<file path="config.mk">
export PLATFORM = sky130hd
export DESIGN_NAME = dectape_fe_server
export DESIGN_NICKNAME = d
export VERILOG_FILES = /design/src/rtl/dectape_fe_server.sv
export SDC_FILE = /design/constraint.sdc
export NUM_CORES = 1
export LEC_CHECK = 0
export BUFFER_PORTS_ARGS = -buffer_cell sky130_fd_sc_hd__buf_4
export CAP_MARGIN = 30
export CORE_AREA = 2 2 195 197
export CTS_CLUSTER_DIAMETER = 120
export DETAILED_ROUTE_END_ITERATION = 10
export DIE_AREA = 0 0 197 199
export GPL_TIMING_DRIVEN = 0
export MAX_ROUTING_LAYER = met4
export PLACE_DENSITY_LB_ADDON = 0.2
export SYNTH_ARGS = -nofsm -noshare
export SYNTH_HDL_FRONTEND = slang
export SYNTH_SLANG_ARGS = --single-unit
</file>
<file path="constraint.sdc">
create_clock -name clk -period 21.6 [get_ports clk]
set_clock_uncertainty 0.1 [all_clocks]
set_input_delay 3.24 -clock clk [delete_from_list [all_inputs] [get_ports clk]]
set_output_delay 3.24 -clock clk [all_outputs]
set_load 0.02 [all_outputs]
</file>
<file path="src/rtl/dectape_fe_server.sv">
// Tape front-end server: round-robin service of tu56 line requests onto one tape-image memory port.
// Optional per-unit overrun detection is built when DECTAPE_FE_OVERRUN_EN is defined.
module dectape_fe_server #(
   parameter int NUNITS   = 8,
   parameter int UW       = 3,
   parameter int POSW     = 20,
   parameter int TAPE_LEN = 922512
) (
   input  logic                 clk,
   input  logic                 reset,
   input  logic [4*NUNITS-1:0]  fe_rq,
   input  logic [5*NUNITS-1:0]  fe_readdata,
   output logic [NUNITS-1:0]    fe_read,
   output logic [NUNITS-1:0]    fe_write,
   output logic [7:0]           fe_writedata,
   output logic [UW+POSW-1:0]   mem_addr,
   output logic                 mem_rd,
   output logic                 mem_wr,
   output logic [3:0]           mem_wdata,
   input  logic [3:0]           mem_rdata,
   input  logic                 mem_ack,
   input  logic                 pos_we,
   input  logic [UW-1:0]        pos_unit,
   input  logic [POSW-1:0]      pos_data,
   output logic [POSW-1:0]      pos_out,
   output logic                 busy,
   output logic [NUNITS-1:0]    overrun
);

   localparam logic [POSW-1:0] POS_MAX = POSW'(TAPE_LEN - 1);

   typedef enum logic [2:0] {
      S_IDLE, S_MRD, S_GIVE, S_TAKE, S_SAMP, S_MRD2, S_MWR, S_UPD
   } state_t;

   state_t            state_q, state_d;
   logic [NUNITS-1:0] wr_q, rd_q, wr_now, rd_now, wr_rise, rd_rise;
   logic [NUNITS-1:0] pend_wr_q, pend_wr_d, pend_rd_q, pend_rd_d, clr_wr, clr_rd;
   logic [POSW-1:0]   pos_q [NUNITS];
   logic [UW-1:0]     unit_q, unit_d, last_q, last_d, win;
   logic              found, is_take_q, is_take_d;
   logic [1:0]        dir_q, dir_d;
   logic [POSW-1:0]   apos_q, apos_d;
   logic [3:0]        rdata_q, rdata_d, wdata_q, wdata_d, line_q, line_d;

   function automatic logic [POSW-1:0] step_pos(input logic [POSW-1:0] p, input logic [1:0] d);
      logic [POSW-1:0] r;
      r = p;
      case (d)
         2'b10:   if (p < POS_MAX) r = p + POSW'(1); else r = p;
         2'b11:   if (p != '0) r = p - POSW'(1); else r = p;
         default: r = p;
      endcase
      return r;
   endfunction

   function automatic logic [POSW-1:0] clamp_pos(input logic [POSW-1:0] p);
      return (p > POS_MAX) ? POS_MAX : p;
   endfunction

   always_comb begin
      wr_now  = '0;
      rd_now  = '0;
      for (int u = 0; u < NUNITS; u++) begin
         wr_now[u] = fe_rq[4*u];
         rd_now[u] = fe_rq[4*u+1];
      end
      wr_rise   = wr_now & ~wr_q;
      rd_rise   = rd_now & ~rd_q;
      pend_wr_d = (pend_wr_q & ~clr_wr) | wr_rise;
      pend_rd_d = (pend_rd_q & ~clr_rd) | rd_rise;
   end

   // Round-robin scan starting just after the last granted unit.
   always_comb begin
      found = 1'b0;
      win   = '0;
      for (int i = 1; i <= NUNITS; i++) begin
         if (!found && (pend_wr_q[(int'(last_q) + i) % NUNITS] || pend_rd_q[(int'(last_q) + i) % NUNITS])) begin
            found = 1'b1;
            win   = UW'((int'(last_q) + i) % NUNITS);
         end else begin
            found = found;
         end
      end
   end

   always_comb begin
      state_d   = state_q;
      unit_d    = unit_q;
      last_d    = last_q;
      is_take_d = is_take_q;
      dir_d     = dir_q;
      apos_d    = apos_q;
      rdata_d   = rdata_q;
      wdata_d   = wdata_q;
      line_d    = line_q;
      clr_wr    = '0;
      clr_rd    = '0;
      case (state_q)
         S_IDLE: begin
            if (found) begin
               unit_d    = win;
               is_take_d = pend_rd_q[win];
               dir_d     = fe_rq[4*int'(win)+2 +: 2];
               apos_d    = pos_q[win];
               state_d   = pend_rd_q[win] ? S_TAKE : S_MRD;
            end else begin
               state_d   = S_IDLE;
            end
         end
         S_MRD: begin
            if (mem_ack) begin
               rdata_d = mem_rdata;
               state_d = S_GIVE;
            end else begin
               state_d = S_MRD;
            end
         end
         S_GIVE: state_d = S_UPD;
         S_TAKE: state_d = S_SAMP;
         S_SAMP: begin
            line_d = fe_readdata[5*int'(unit_q) +: 4];
            if (fe_readdata[5*int'(unit_q)+4]) begin
               wdata_d = fe_readdata[5*int'(unit_q) +: 4];
               state_d = S_MWR;
            end else begin
               state_d = S_MRD2;
            end
         end
         // Unmarked line: keep the stored mark bit, replace the data bits.
         S_MRD2: begin
            if (mem_ack) begin
               wdata_d = {mem_rdata[3], line_q[2:0]};
               state_d = S_MWR;
            end else begin
               state_d = S_MRD2;
            end
         end
         S_MWR: begin
            if (mem_ack) state_d = S_UPD; else state_d = S_MWR;
         end
         S_UPD: begin
            if (is_take_q) clr_rd[unit_q] = 1'b1; else clr_wr[unit_q] = 1'b1;
            last_d  = unit_q;
            state_d = S_IDLE;
         end
         default: state_d = S_IDLE;
      endcase
   end

   always_ff @(posedge clk or posedge reset) begin
      if (reset) begin
         state_q   <= S_IDLE;
         wr_q      <= '0;
         rd_q      <= '0;
         pend_wr_q <= '0;
         pend_rd_q <= '0;
         unit_q    <= '0;
         last_q    <= '0;
         is_take_q <= 1'b0;
         dir_q     <= 2'b00;
         apos_q    <= '0;
         rdata_q   <= 4'h0;
         wdata_q   <= 4'h0;
         line_q    <= 4'h0;
      end else begin
         state_q   <= state_d;
         wr_q      <= wr_now;
         rd_q      <= rd_now;
         pend_wr_q <= pend_wr_d;
         pend_rd_q <= pend_rd_d;
         unit_q    <= unit_d;
         last_q    <= last_d;
         is_take_q <= is_take_d;
         dir_q     <= dir_d;
         apos_q    <= apos_d;
         rdata_q   <= rdata_d;
         wdata_q   <= wdata_d;
         line_q    <= line_d;
      end
   end

   // A host load beats the service update on the same unit.
   always_ff @(posedge clk or posedge reset) begin
      if (reset) begin
         for (int u = 0; u < NUNITS; u++) pos_q[u] <= '0;
      end else begin
         for (int u = 0; u < NUNITS; u++) begin
            if (pos_we && (pos_unit == UW'(u))) pos_q[u] <= clamp_pos(pos_data);
            else if ((state_q == S_UPD) && (unit_q == UW'(u))) pos_q[u] <= step_pos(pos_q[u], dir_q);
            else pos_q[u] <= pos_q[u];
         end
      end
   end

   assign fe_write     = (state_q == S_GIVE) ? (NUNITS'(1) << unit_q) : '0;
   assign fe_read      = (state_q == S_TAKE) ? (NUNITS'(1) << unit_q) : '0;
   assign fe_writedata = (state_q == S_GIVE) ? {4'h0, rdata_q} : 8'h00;
   assign mem_rd       = (state_q == S_MRD) || (state_q == S_MRD2);
   assign mem_wr       = (state_q == S_MWR);
   assign mem_addr     = {unit_q, apos_q};
   assign mem_wdata    = wdata_q;
   assign pos_out      = pos_q[pos_unit];
   assign busy         = (state_q != S_IDLE);

`ifdef DECTAPE_FE_OVERRUN_EN
   logic [NUNITS-1:0] ovr_q, ovr_set, ovr_clr;

   always_comb begin
      ovr_set = (wr_rise & pend_wr_q & ~clr_wr) | (rd_rise & pend_rd_q & ~clr_rd);
      ovr_clr = pos_we ? (NUNITS'(1) << pos_unit) : '0;
   end

   always_ff @(posedge clk or posedge reset) begin
      if (reset) ovr_q <= '0;
      else       ovr_q <= (ovr_q & ~ovr_clr) | ovr_set;
   end

   assign overrun = ovr_q;
`else
   assign overrun = '0;
`endif

endmodule

</file>
Word-level counts from Yosys, hierarchy flattened
Index checks and enable logic that the tools add are counted.

word-level totals
  flip-flop bits (word level) = 235
  bits in latches = 0
  RAM bits = 0
  memory bits (read-only) = 0
  bits of input ports = 103
  output and inout port bits = 82
  logic and storage cells = 358
  memories kept = 0

operators by class
  $add $sub $neg = 26
  $mul = 1
  div/mod/pow operators = 0
  order comparisons = 23
  equal/unequal tests = 41
  shift operators = 3
  mux-type cells = 135
  bitwise gates (word level) = 20
  reductions and logical operators = 88

operators by type and width
  cell                                                         count
  two-way mux 20 bit                                           37
  one-hot mux 20 bit (2 select lines)                          8
  adder 20 x 1 -> 20 bit, second input constant                8
  less-than comparator 20 bit, second input constant           8
  nonzero test 20 bit                                          8
  subtractor 20 x 1 -> 20 bit, second input constant           8
  binary-select mux 20 bit (select 3 bit)                      2
  binary-select mux 1 bit (select 3 bit)                       17
  two-way mux 8 bit                                            6
  inequality test 3 bit, second input constant                 16
  two-way mux 1 bit                                            45
  less-than comparator 4 x 5 -> 1 bit, second input constant   8
  indexed part select 40 x 7 -> 4 bit                          1
  == test 3 bit, second input constant                         12
  adder 32 x 4 -> 32 bit, second input constant                1
  AND 8 bit                                                    4
  less-than comparator 32 x 8 -> 1 bit, second input constant  1
  NOT 8 bit                                                    4
  AND reduction 4 bit                                          8
  indexed part select 32 x 7 -> 2 bit                          1
  nonzero test 3 bit                                           9
  logical AND 1 bit                                            24
  two-way mux 3 bit                                            8
  one-hot mux 3 bit (8 select lines)                           1
  29 further kinds                                             92

Longest topological paths before layout
  depth in word-level cells = 34
  mapped depth = 19
  mapped depth without buffers = 14

Worst setup path before layout
No wires, ideal clock.

  path kind = input -> output
  from = input pos_unit[0]
  to = output pos_out[0]
  data arrival time = 4.968 ns
  data required time = 18.260 ns
  setup slack = 13.292 ns
  stages on the path = 4
  buffers on the path = 2
  cells stage by stage = buf_1 -> buf_1 -> mux4_2 -> mux2_2

on the way
  cells in the longest elaborated chain, start to end = 4

ends and longest elaborated chain
  what                                                   line  text
  from (decl)                                            23    input logic [UW-1:0] pos_unit,
  NOT 3 -> 4 bit (implied by the code)                   204   assign pos_out = pos_q[pos_unit];
  binary-select mux 20 bit (select 3 bit)                204
  two-way mux 20 bit (implied by the code) (2 in a row)  204
  to (decl)                                              25    output logic [POSW-1:0] pos_out,

Every way passes these cells. The select of a mux whose other input is x is not followed.

Final worst setup path
  from = input pos_unit[0]
  to = output pos_out[11]

The elaborated chain is that of the path after synthesis.

==> results.cfg <==
[yosys]
ys_types = 79
yosysWarningCount = 0
synth_edf_count = 0
synth_ff_type = dfrtp_1
synth.avg_cell_area_um2 = 8.71
netlist_instances = 2531
syn_area_um2 = 22100
async_flop_share_pct = 100
synth_seq_area_share_pct = 26.7
yosys.area.top_type = dfrtp_1
synth_area_leaders = dfrtp_1, mux2i_1, ha_1, mux4_2, nand2_1
synth_top_area_share_pct = 26.7
ys_seq_elements = 235

[job]
cap_violations = 0

[clock_tree]
ctsResizeCount = 0
tritoncts = yes
clk_latency_ps = 600
h-tree-depth = 1
cts_sinks = 235
cts_root_buf = clkbuf_16
cts_setup_buffers = 0
clkTransAtPathRegs_ps = 60
numCtsBuffers = 29
hold_buffers = 0
cts_buffer_depth = 3

[hold_path]
hp-class = reg2reg

[placement]
io_buffer_count = 168
dp.cells = 3195
place_area_um2 = 24100
gp_congestion = 1.03
hpwlAfterDp_um = 61600

[routing]
wire_per_inst_um = 24.9
ant_nets = 0
vias = 21800
drc = 0
drt-total-wl_um = 81100
vias_per_cell = 6.70
dr.first_iter.drc_count = 2152
drtPass1Iterations = 6

[sta]
setup_viol = 0
timing.hold.ws_ps = 317
rsz0062_at_grt = false
slew_headroom_pct = 23.6
fin_tns_setup_ps = 0
tightest_slew_ps = 1150
period_share_pct = 41.9
drv_slew = 0
min_period_ps = 9040
hold_viol_final = 0
timing.fmax_ghz = 0.111

[outcome]
outcome = completed

[die]
die_area_um2 = 39200
start_util_pct = 59.4
core_area_um2 = 37100
dieWidth_um = 197
die_y_um = 199
boundaryPins = 185
rows = 71

[critical_path]
cp.required_ps = 18260
arrival_ps = 5700
worstSetupPathType = in2out
cp_top_family = buffers and inverters
critPathMaxStageDelay_ps = 700
end_kind = output port
worstSetupStartpointType = input pin
cp_num_buf_inv = 4
path_max_fanout = 10
path_cells = buf_4 > buf_1 > buf_1 > mux4_2 > mux2_2 > buf_4
slowest_stage = buf_1

[cells_and_area]
drive_gt1_share_pct = 14.4
final_common_cell = nand2_1
finalInstanceArea_um2 = 25300
fin_nets = 3017
finalNonFillerCells = 3256
final_util_pct = 68.1
final_cell_mix = nand2_1, mux2i_1, dfrtp_1
synthToLayoutAreaGrowth_pct = 14.6

[global_routing]
grt-ovfl-total = 0
grt_util_met2_pct = 62.6
antenna_found_initial = 2
grt_usage_pct = 42.7
use_met1_pct = 54.5
grt_pass1_vias = 21100
grt_pass1_wl_um = 123000
grt_max_degree = 126
grt_most_used_layer = met2
use_met3_pct = 9.88

[power]
powerDensity_nw_per_um2 = 158
peakVddDrop_v = 0.0000833
p_leak_uw = 0.0109
[per-layer routing]
metal	part of all wire (%)	wire length (um)
met1	39	31300
met2	43	34500
met3	12	10100
met4	6.4	5210
met5	0	0
[sequential cells by signal, indices dropped and copies added (netlist names), 2 cells and up]
name       count
apos_q        20
dir_q          2
last_q         3
line_q         3
mem_wdata      4
pend_rd_q      8
pend_wr_q      8
pos_q        160
rd_q           8
rdata_q        4
state_q        3
unit_q         3
wr_q           8
[kinds of logic (layout without fill, tap and decap cells)]
logic type / count (synthesis) / after routing / synth area share (%)
simple gates: 831 / 831 / 17.6
compound gates: 618 / 618 / 17.2
other cells: 1 / 15 / 0.0170
mux: 352 / 352 / 19.8
buf+inv: 212 / 449 / 4.50
fa+ha+maj: 158 / 158 / 9.23
xor+xnor: 124 / 124 / 4.92
flops: 235 / 235 / 26.7
[where the power goes]
part           leakage (uW)  total, uW  internal [uW]  switching [uW]
Clock              0.000547        577            359             218
Combinational       0.00765       2520           1110            1410
Sequential          0.00275        898            595             302
Total                0.0109       3990           2060            1930
[synth_stat cells, types with 10 or more instances]
cell type / n
mux4_2: 64
a21o_1: 35
mux2i_1: 249
o21a_1: 22
clkbuf_1: 73
or4_1: 14
nand3_1: 63
nor4_1: 25
nand2_1: 281
a21oi_1: 179
a211oi_1: 13
a31oi_1: 24
o21ai_0: 191
dfrtp_1: 235
o211ai_1: 15
or2_2: 11
and2_1: 20
a22oi_1: 30
nor3_1: 71
nand2b_1: 23
mux2_2: 36
a211o_1: 11
buf_1: 26
nor2_1: 203
ha_1: 150
or3_1: 22
xor2_1: 27
buf_4: 15
and3_1: 10
nand4_1: 27
nor2b_1: 39
inv_1: 69
o31ai_1: 22
buf_2: 12
xnor2_1: 97
[layout make-up]
cell class                      count  area (um2)
Antenna cell                        3        7.51
Buffer                            139         718
Clock buffer                       37         806
Clock inverter                     17         297
Fill cell                        3101       11900
Inverter                           73         287
Multi-Input combinational cell   2095       15200
Sequential cell                   235        5880
Tap cell                          474         593
Timing Repair Buffer              183        1470
[path summary, 6_finish.rpt]
| path | from | to | slack [ps] | depth (start not counted) |
|---|---|---|---|---|
| worst max-delay path | pos_unit[0] | pos_out[11] | 12560 | 6 |
| worst min-delay path | wr_q[0] | pend_wr_q[0] | 320 | 1 |
| worst max register to register | dir_q[1] | pos_q[98] | 15410 | 17 |
| worst min register to register | wr_q[0] | pend_wr_q[0] | 320 | 1 |
| max in group asynchronous | reset | mem_wdata[3] | 17570 | 3 |
| min in group asynchronous | reset | pend_wr_q[1] | 2630 | 2 |
[worst reg2reg max path: stages (launching register included)]
cell and delay (ps):
dfrtp_1 370, clkbuf_1 370, nand2_1 570, clkbuf_1 700, clkbuf_1 670, buf_8 260
fa_1 250, nor2b_1 60, o21ai_0 220, a21boi_0 200, o41ai_1 750, o211ai_1 320
a31oi_1 330, o22ai_1 160, o41ai_1 360, xnor2_1 120, mux2i_1 140, a21oi_1 80
[stage by stage]
step,power [uW],setup WS [ps]
after global placement,3250,8780
after global routing,4230,12420
final,3990,12560
after detailed placement,3330,12570
after floorplan,2630,11810
after CTS,3920,12560
No activity file was read; power rests on OpenSTA's default activity.
